## src/rtl/pipe_pkg.sv

```systemverilog
// Shared types and constants for the ID/EX pipeline boundary.
// The control bundle is the set of fields that a bubble clears.
package pipe_pkg;

    localparam int DATA_W = 32;
    localparam int REG_W  = 5;

    localparam logic [1:0] ALU_ADD   = 2'b00;
    localparam logic [1:0] ALU_SUB   = 2'b01;
    localparam logic [1:0] ALU_FUNCT = 2'b10;

    typedef struct packed {
        logic       reg_write;
        logic       mem_to_reg;
        logic       mem_read;
        logic       mem_write;
        logic       branch;
        logic       alu_src;
        logic       reg_dst;
        logic [1:0] alu_op;
    } ctrl_t;

    localparam ctrl_t BUBBLE = '0;

endpackage

```

## src/rtl/hazard_detect.sv

```systemverilog
// Combinational load-use detector: a load in EX whose destination
// feeds a source of the instruction in ID. Register 0 is never a hazard.
module hazard_detect #(
    parameter int REG_W = 5
) (
    input  logic             ex_valid,
    input  logic             ex_mem_read,
    input  logic [REG_W-1:0] ex_rt,
    input  logic             id_valid,
    input  logic [REG_W-1:0] id_rs,
    input  logic [REG_W-1:0] id_rt,
    output logic             load_use
);

    always_comb begin
        load_use = ex_valid & ex_mem_read & (ex_rt != '0) & id_valid &
                   ((ex_rt == id_rs) | (ex_rt == id_rt));
    end

endmodule

```

## src/rtl/id_ex_pipe.sv

```systemverilog
// ID/EX pipeline register with load-use bubble injection, branch flush,
// downstream hold and a saturating count of load-use bubble cycles.
module id_ex_pipe
    import pipe_pkg::*;
#(
    parameter int DATA_W = pipe_pkg::DATA_W,
    parameter int REG_W  = pipe_pkg::REG_W,
    parameter int CNT_W  = 16
) (
    input  logic              clk,
    input  logic              rst_n,
    input  logic              id_valid,
    input  logic              id_reg_write,
    input  logic              id_mem_to_reg,
    input  logic              id_mem_read,
    input  logic              id_mem_write,
    input  logic              id_branch,
    input  logic              id_alu_src,
    input  logic              id_reg_dst,
    input  logic [1:0]        id_alu_op,
    input  logic [DATA_W-1:0] id_pc_next,
    input  logic [DATA_W-1:0] id_branch_imm,
    input  logic [DATA_W-1:0] id_rs_data,
    input  logic [DATA_W-1:0] id_rt_data,
    input  logic [REG_W-1:0]  id_rs,
    input  logic [REG_W-1:0]  id_rt,
    input  logic [REG_W-1:0]  id_rd,
    input  logic              flush,
    input  logic              hold_in,
    output logic              ex_valid,
    output logic              ex_reg_write,
    output logic              ex_mem_to_reg,
    output logic              ex_mem_read,
    output logic              ex_mem_write,
    output logic              ex_branch,
    output logic              ex_alu_src,
    output logic              ex_reg_dst,
    output logic [1:0]        ex_alu_op,
    output logic [DATA_W-1:0] ex_pc_next,
    output logic [DATA_W-1:0] ex_branch_imm,
    output logic [DATA_W-1:0] ex_rs_data,
    output logic [DATA_W-1:0] ex_rt_data,
    output logic [REG_W-1:0]  ex_rt,
    output logic [REG_W-1:0]  ex_rd,
    output logic              stall_out,
    output logic [CNT_W-1:0]  stall_count
);

    logic              valid_q, valid_d;
    ctrl_t             ctrl_q, ctrl_d, ctrl_id;
    logic [DATA_W-1:0] pc_next_q, pc_next_d;
    logic [DATA_W-1:0] branch_imm_q, branch_imm_d;
    logic [DATA_W-1:0] rs_data_q, rs_data_d;
    logic [DATA_W-1:0] rt_data_q, rt_data_d;
    logic [REG_W-1:0]  rt_q, rt_d;
    logic [REG_W-1:0]  rd_q, rd_d;
    logic [CNT_W-1:0]  stall_count_q, stall_count_d;
    logic              load_use;

    hazard_detect #(.REG_W(REG_W)) u_hazard (
        .ex_valid    (valid_q),
        .ex_mem_read (ctrl_q.mem_read),
        .ex_rt       (rt_q),
        .id_valid    (id_valid),
        .id_rs       (id_rs),
        .id_rt       (id_rt),
        .load_use    (load_use)
    );

    always_comb begin
        ctrl_id = '{reg_write:  id_reg_write,
                    mem_to_reg: id_mem_to_reg,
                    mem_read:   id_mem_read,
                    mem_write:  id_mem_write,
                    branch:     id_branch,
                    alu_src:    id_alu_src,
                    reg_dst:    id_reg_dst,
                    alu_op:     id_alu_op};

        valid_d       = valid_q;
        ctrl_d        = ctrl_q;
        pc_next_d     = pc_next_q;
        branch_imm_d  = branch_imm_q;
        rs_data_d     = rs_data_q;
        rt_data_d     = rt_data_q;
        rt_d          = rt_q;
        rd_d          = rd_q;
        stall_count_d = stall_count_q;

        // Bubbles still take the datapath fields; only valid and control matter.
        if (flush || (!hold_in && load_use)) begin
            valid_d      = 1'b0;
            ctrl_d       = BUBBLE;
            pc_next_d    = id_pc_next;
            branch_imm_d = id_branch_imm;
            rs_data_d    = id_rs_data;
            rt_data_d    = id_rt_data;
            rt_d         = id_rt;
            rd_d         = id_rd;
            if (!flush && (stall_count_q != '1)) begin
                stall_count_d = stall_count_q + 1'b1;
            end
        end else if (!hold_in) begin
            valid_d      = id_valid;
            ctrl_d       = ctrl_id;
            pc_next_d    = id_pc_next;
            branch_imm_d = id_branch_imm;
            rs_data_d    = id_rs_data;
            rt_data_d    = id_rt_data;
            rt_d         = id_rt;
            rd_d         = id_rd;
        end
    end

    always_ff @(posedge clk) begin
        if (!rst_n) begin
            valid_q       <= 1'b0;
            ctrl_q        <= BUBBLE;
            pc_next_q     <= '0;
            branch_imm_q  <= '0;
            rs_data_q     <= '0;
            rt_data_q     <= '0;
            rt_q          <= '0;
            rd_q          <= '0;
            stall_count_q <= '0;
        end else begin
            valid_q       <= valid_d;
            ctrl_q        <= ctrl_d;
            pc_next_q     <= pc_next_d;
            branch_imm_q  <= branch_imm_d;
            rs_data_q     <= rs_data_d;
            rt_data_q     <= rt_data_d;
            rt_q          <= rt_d;
            rd_q          <= rd_d;
            stall_count_q <= stall_count_d;
        end
    end

    always_comb begin
        ex_valid      = valid_q;
        ex_reg_write  = ctrl_q.reg_write;
        ex_mem_to_reg = ctrl_q.mem_to_reg;
        ex_mem_read   = ctrl_q.mem_read;
        ex_mem_write  = ctrl_q.mem_write;
        ex_branch     = ctrl_q.branch;
        ex_alu_src    = ctrl_q.alu_src;
        ex_reg_dst    = ctrl_q.reg_dst;
        ex_alu_op     = ctrl_q.alu_op;
        ex_pc_next    = pc_next_q;
        ex_branch_imm = branch_imm_q;
        ex_rs_data    = rs_data_q;
        ex_rt_data    = rt_data_q;
        ex_rt         = rt_q;
        ex_rd         = rd_q;
        stall_count   = stall_count_q;
        stall_out     = hold_in | load_use;
    end

endmodule

```

## config.mk

```make
export PLATFORM = sky130hd
export DESIGN_NAME = id_ex_pipe
export DESIGN_NICKNAME = d
export VERILOG_FILES = /design/src/rtl/pipe_pkg.sv /design/src/rtl/hazard_detect.sv /design/src/rtl/id_ex_pipe.sv
export SDC_FILE = /design/constraint.sdc
export NUM_CORES = 1
export LEC_CHECK = 0
export ABC_AREA = 1
export BUFFER_PORTS_ARGS = -buffer_cell sky130_fd_sc_hd__buf_2
export CAP_MARGIN = 15
export CORE_AREA = 2 2 125 127
export CTS_CLUSTER_SIZE = 8
export DETAILED_ROUTE_END_ITERATION = 16
export DIE_AREA = 0 0 127 129
export GPL_ROUTABILITY_DRIVEN = 1
export HOLD_SLACK_MARGIN = 0.12
export PLACE_DENSITY = 0.83
export SYNTH_ARGS = -nofsm -noshare
export SYNTH_HDL_FRONTEND = slang
export SYNTH_HIERARCHICAL = 1
export SYNTH_SLANG_ARGS = --single-unit
```

## constraint.sdc

```tcl
create_clock -name clk -period 1.9 [get_ports clk]
set_input_delay 0.095 -clock clk [delete_from_list [all_inputs] [get_ports clk]]
set_output_delay 0.095 -clock clk [all_outputs]
set_load 0.01 [all_outputs]
```

==> results of run 1 <==
[repair_timing]
action                                  in CTS  in global routing
pin swaps                                    0                 46
endpoints found under the hold margin      164                 14
resized for setup                            4                122
buffers inserted                             0                  7
endpoints found under the setup margin      18                156
gates cloned                                 0                 25
[Yosys cell counts]
library cell	n	area share, %
nand3b_1	1	0.12
nand4_4	1	0.34
a21oi_1	158	13
buf_2	17	1.4
nor2_1	47	2.8
ha_1	1	0.20
nand4_2	1	0.20
nor2_2	2	0.20
nor2_4	1	0.18
or2_2	1	0.10
dfxtp_1	164	53
clkbuf_1	18	1.1
nand3_2	1	0.16
nand2_2	1	0.10
buf_4	14	1.7
nand3_1	23	1.8
xnor2_1	2	0.28
inv_2	3	0.18
a21oi_2	1	0.14
nand4_1	4	0.40
nor3_1	2	0.16
xor2_1	2	0.28
inv_1	28	1.7
buf_6	1	0.18
nand2_1	352	21
[worst min-delay path, stage by stage]
cell     delay [ps]
buf_2           230
nand2_1         110
nor2_1           30
[layout by cell type (no fill, tap or decap), types with 4 or more instances in the layout]
master         netlist  layout
nand4_1              4       4
buf_8                0       6
buf_4               14      10
a21oi_1            158     128
nand3_1             23      19
inv_2                3       4
nand2_2              1      46
inv_1               28      25
nor2_2               2       5
clkbuf_16            0      28
dlygate4sd3_1        0     149
clkinv_4             0       4
nand2_1            352     306
nor2_1              47      41
a21oi_2              1      31
buf_2               17     321
buf_16               0       5
buf_12               0       9
dfxtp_1            164     159
nor2_4               1       4
buf_6                1       5
[power groups by stage]
stage | registers, uW | clock network, uW | logic (uW)
final | 3750 | 3570 | 1490
after floorplan | 3890 | 0 | 373
after global placement | 3790 | 0 | 910
after detailed placement | 3790 | 0 | 927
after CTS | 3720 | 3560 | 1170
after global routing | 3770 | 3730 | 1580
[kinds of logic after synthesis]
logic type                 count (synthesis)  synth area share (%)
and+or+nand+nor                          437                  27.8
DFF                                      164                  52.5
AOI/OAI and AO/OA                        159                  12.8
buffers and inverters                     81                  6.16
xor gates and xnor gates                   4                 0.561
adders and majority gates                  1                 0.200
[worst min-delay path by stage]
stage | to | slack (ps)
3_5_place_dp | ex_mem_read$_SDFFE_PP0N_ | 350
6_report | stall_count[3]$_SDFFE_PN0P_ | 80
2_1_floorplan | ex_mem_read$_SDFFE_PP0N_ | 240
4_1_cts | stall_count[9]$_SDFFE_PN0P_ | 50
3_3_place_gp | ex_alu_op[1]$_SDFFE_PP0N_ | 340
5_1_grt | stall_count[13]$_SDFFE_PN0P_ | 90
[routing by layer]
layer,vias to the layer above,part of all wire [%]
met5,-,0
met4,0,6.3
met3,195,10
met2,633,49
met1,3769,34
li1,3676,-
[layout make-up]
type | count | area, sq um | share of cell area, %
sequential | 164 | 3300 | 29.7
clock buffer | 19 | 443 | 3.99
tap | 188 | 235 | 2.12
antenna | 2 | 5.00 | 0.0451
timing repair inverter | 2 | 20.0 | 0.180
clock inverter | 12 | 158 | 1.42
inverter | 31 | 131 | 1.18
multi-input combinational | 601 | 2890 | 26.1
timing repair buffer | 516 | 3910 | 35.3
[through the flow]
step | utilization [%] | worst slack [ps] | hold WS (ps) | instances
floorplan | - | 115 | 240 | 846
global placement | 53.8 | 69.2 | 344 | 1322
detailed placement | 53.8 | -16.4 | 350 | 1322
CTS | 67.8 | -17.1 | 54.2 | 1502
global route | 74.1 | -260 | 90.4 | 1535
finish | 74.1 | -160 | 75.2 | 1535
==> flow_summary.json, run 1 <==
{
  "r2r-start": "ex_rt[2]$_SDFFE_PN0P_",
  "vias": 8273,
  "cp-endpoint": "ex_branch_imm[6]$_SDFFE_PN0P_",
  "ys_ff_latch": 164,
  "yosysWarnings": 6,
  "clock_latency_ps": 430,
  "path_clk_slew_ps": 60,
  "stdcell_area_sq_um": 11100,
  "critPathKind": "reg -> reg",
  "grt_pass1_wl_microns": 35800,
  "wl_per_cell_microns": 18.8,
  "placed_area_sq_um": 8060,
  "cts_tree": "done",
  "regToRegEndpoint": "ex_branch_imm[6]$_SDFFE_PN0P_",
  "coreArea_sq_um": 15000,
  "power.density_nw_per_um2": 794,
  "drtIter0Drc": 663,
  "max_slew_margin_pct": 68.4,
  "max_cap_violations": 0,
  "dieHeight_microns": 129,
  "busiest_layer": "met2",
  "hpwl_microns": 12900,
  "initial_core_util_pct": 41.7,
  "synth_cells": 846,
  "cp_max_fo": 11,
  "internal_power_uw": 6470,
  "use_met3_pct": 9.73,
  "ctsHtreeMaxLevel": 4,
  "grt_setup_unrepaired": "yes",
  "total_power_uw": 8810,
  "setup_ws_ps": -160,
  "drc_errors": 0,
  "arrival_ps": 2410,
  "r2r_cells": 13,
  "avgViaCountPerCell": 5.39,
  "synth_fp_nets": 1004,
  "yosysUniqueCellTypes": 25,
  "postRouteAntennaNets": 0,
  "hp-start": "rst_n",
  "first_global_vias": 7381,
  "cts_buffers": 17,
  "p_comb_share_pct": 17.0,
  "yosysSeqAreaShare_pct": 52.5,
  "row_count": 45,
  "cp_slowest_cell": "dfxtp_4",
  "hold_class": "in -> reg",
  "grt-ovfl-total": 0,
  "clock.fmax_mhz": 486,
  "slowest_delay_ps": 370,
  "avgSynthCellArea_sq_um": 7.39,
  "worstSetupStartpointType": "register",
  "synth.cell_area_sq_um": 6250,
  "period_minus_slack_ps": 2060,
  "die_x_microns": 127,
  "finalSetupViolCount": 116,
  "tightest_slew_ps": 474,
  "wl_microns": 28900,
  "worst_clock_skew_ps": 6.98,
  "slew_viol_final": 0,
  "antenna_found_initial": 2,
  "io_pins": 322,
  "peakVddDrop_mv": 0.606,
  "p_switching_uw": 2340,
  "cts-root-buf": "clkbuf_16",
  "finalWeightedCongestion": 0.824,
  "hold_viol_final": 0,
  "outcome": "finished with violations",
  "grtUsageMet1_pct": 28.8,
  "cts_num_sinks": 164,
  "rrSetupSlack_ps": -160,
  "fin_crit_sh_pct": 108,
  "drive_above_1_share_pct": 37.7,
  "path_cells": "inv_1, nand2_1, nand2_1, nor2_1, nand3_1, a21oi_2, nand2_2, nand3_4, buf_12, buf_12, buf_12, nand2_1, a21oi_1",
  "numPortBuffers": 321,
  "gr-usage-met2_pct": 48.1,
  "grtUsageTotal_pct": 27.4,
  "crit_family": "simple AND/OR/NAND/NOR gates",
  "fin_nets": 1491,
  "cts.path.max_buffers": 2,
  "crit_path_end_kind": "register",
  "min_path_cells": 3,
  "ctsHoldBuffers": 149,
  "area_delta_synth_final_pct": 77.4,
  "critPathLaunch": "ex_rt[2]$_SDFFE_PN0P_",
  "clkPwrFrac_pct": 40.5,
  "num-fill-cells": 924,
  "final.setup.tns_ps": -5200,
  "cp_num_buf_inv": 4,
  "switching_share_pct": 26.6,
  "grt_max_degree": 57,
  "die-area_sq_um": 16400,
  "required_ps": 2250,
  "leakagePower_uw": 0.00536,
  "cp_num_cells": 13,
  "seq_power_share_pct": 42.6,
  "violations": "negative setup slack",
  "first_pass_iters": 5
}
Note: power is estimated with default switching activity, not from simulation.
==> inputs of run 2 (changes only) <==
Settings changed: CORE_AREA 2 2 125 127 to not set, CORE_ASPECT_RATIO set to 0.7, CORE_MARGIN set to 1.5, CORE_UTILIZATION set to 45, CTS_BUF_LIST set to sky130_fd_sc_hd__clkbuf_4 sky130_fd_sc_hd__clkbuf_8 sky130_fd_sc_hd__clkbuf_16, DIE_AREA 0 0 127 129 to not set, PLACE_DENSITY 0.83 to 0.88.
==> flow_summary.json, run 2 (same netlist as run 1, synthesis figures left out) <==
{
  "ctsHtreeMaxLevel": 4,
  "fin_crit_sh_pct": 107,
  "drive_above_1_share_pct": 35.5,
  "dieHeight_microns": 102,
  "hpwl_microns": 12900,
  "hold_path_end": "ex_mem_to_reg$_SDFFE_PP0N_",
  "gr-usage-met2_pct": 58.4,
  "avgViaCountPerCell": 5.35,
  "crit_path_end_kind": "register",
  "numPortBuffers": 321,
  "power.density_nw_per_um2": 809,
  "worst_clock_skew_ps": 10.5,
  "placed_area_sq_um": 8060,
  "grt_setup_unrepaired": "yes",
  "initial_core_util_pct": 46.8,
  "crit_top_cell": "nand2_2",
  "wl_per_cell_microns": 18.0,
  "outcome": "finished with violations",
  "antenna_found_initial": 1,
  "busiest_layer": "met2",
  "die_x_microns": 144,
  "path_cells": "inv_2, nand2_2, nand2_2, nor2_2, nand3_2, a21oi_2, nand2_2, buf_6, nand3_4, buf_8, buf_6, nand2_1, a21oi_1",
  "final_cell_mix": "nand2_1 (340), buf_2 (320), dfxtp_1 (159)",
  "die-area_sq_um": 14600,
  "coreArea_sq_um": 13400,
  "first_global_vias": 7681,
  "use_met3_pct": 9.74,
  "grt-ovfl-total": 0,
  "fin_cells": 1514,
  "fin_nets": 1473,
  "leakagePower_uw": 0.00517,
  "mostFrequentLayoutCell": "nand2_1",
  "vias": 8098,
  "hp-start": "hold_in",
  "grtUsageMet1_pct": 34.8,
  "path_clk_slew_ps": 70,
  "hold_class": "in -> reg",
  "tightest_slew_ps": 580,
  "cp_max_fo": 9,
  "grt_pass1_wl_microns": 37500,
  "clock_latency_ps": 410,
  "cp_slowest_cell": "dfxtp_4",
  "stdcell_area_sq_um": 10700,
  "critPathKind": "reg -> reg",
  "worstSetupStartpointType": "register",
  "min_path_cells": 4,
  "cts-root-buf": "clkbuf_16",
  "cts_num_sinks": 164,
  "final_core_util_pct": 80.2,
  "slowest_delay_ps": 380,
  "clock.fmax_mhz": 490,
  "grtUsageTotal_pct": 32.6,
  "violations": "negative setup slack",
  "whs_ps": 165,
  "r2r_cells": 13,
  "wl_microns": 27300,
  "max_slew_margin_pct": 61.3,
  "period_minus_slack_ps": 2040,
  "peakVddDrop_mv": 0.650,
  "first_pass_iters": 9,
  "slew_viol_final": 0,
  "max_cap_violations": 0,
  "grt_max_degree": 49,
  "drc_errors": 0,
  "hold_viol_final": 0,
  "area_delta_synth_final_pct": 71.3,
  "postRouteAntennaNets": 0,
  "row_count": 35,
  "cts_buffers": 17,
  "io_pins": 322,
  "cts_tree": "done",
  "required_ps": 2230,
  "dp_cells": 1318,
  "drtIter0Drc": 675,
  "total_power_uw": 8670,
  "r2r-start": "ex_rt[4]$_SDFFE_PN0P_",
  "arrival_ps": 2370,
  "regToRegEndpoint": "ex_pc_next[21]$_SDFFE_PN0P_",
  "finalWeightedCongestion": 0.884,
  "cts.path.max_buffers": 2,
  "setup_ws_ps": -140,
  "rrSetupSlack_ps": -140,
  "finalSetupViolCount": 80
}
-- run 2: changes by cell type in the layout (fill, tap and decap cells not counted), sizes merged, moves of 3 or more --
cell      previous run  this run
inv                 33        40
clkinvlp             3         0
buf                356       346
clkbuf              30        22
clkinv               6         3
-- run 2: cell type report --
class | count | area [sq um]
Antenna cell | 1 | 2.50
Clock buffer | 18 | 439
Multi-Input combinational cell | 601 | 2890
Clock inverter | 14 | 163
Timing Repair Buffer | 500 | 3560
Fill cell | 725 | 2650
Sequential cell | 164 | 3300
Inverter | 31 | 126
Tap cell | 185 | 231
-- run 2: metrics by stage --
stage	TNS [ps]	worst slack [ps]
global route	-14290	-238
CTS	0	3.30
floorplan	0	115
finish	-2760	-140
detailed placement	-3010	-185
global placement	-16.3	-6.77
-- run 2: power breakdown --
part           internal [uW]  switching (uW)  total (uW)
logic                    672             710        1380
registers               3620             122        3750
clock network           2020            1520        3540
total                   6320            2350        8670
-- run 2: how the worst max path moves through the flow --
stage	startpoint	to	cells after the start	slack, ps
global route	ex_rt[0]$_SDFFE_PN0P_	ex_rs_data[31]$_SDFFE_PN0P_	13	-240
finish	ex_rt[4]$_SDFFE_PN0P_	ex_pc_next[21]$_SDFFE_PN0P_	13	-140
detailed placement	ex_rt[2]$_SDFFE_PN0P_	stall_count[11]$_SDFFE_PN0P_	13	-190
floorplan	ex_rt[4]$_SDFFE_PN0P_	stall_count[11]$_SDFFE_PN0P_	13	120
global placement	ex_rt[1]$_SDFFE_PN0P_	stall_count[15]$_SDFFE_PN0P_	13	-7
CTS	ex_rt[0]$_SDFFE_PN0P_	ex_pc_next[9]$_SDFFE_PN0P_	13	3
-- run 2: timing repair --
action,CTS,global route
pin swaps,1,15
resized for setup,11,89
hold buffers,150,0
endpoints found under the setup margin,75,151
endpoints found under the hold margin,164,0
buffers inserted,3,3
cloned,1,6
-- run 2: worst max-delay path, delay by kind of cell, from the launching register on --
kind                   cells  cell delay (ps)
DFF                        1              380
and+or+nand+nor            7              640
buffers and inverters      4              540
AOI/OAI and AO/OA          2              380
-- run 2: per-layer routing --
metal	vias up	part of all wire (%)
met2	625	49
met3	141	11
met4	0	4.9
li1	3635	-
met1	3697	35
met5	-	0
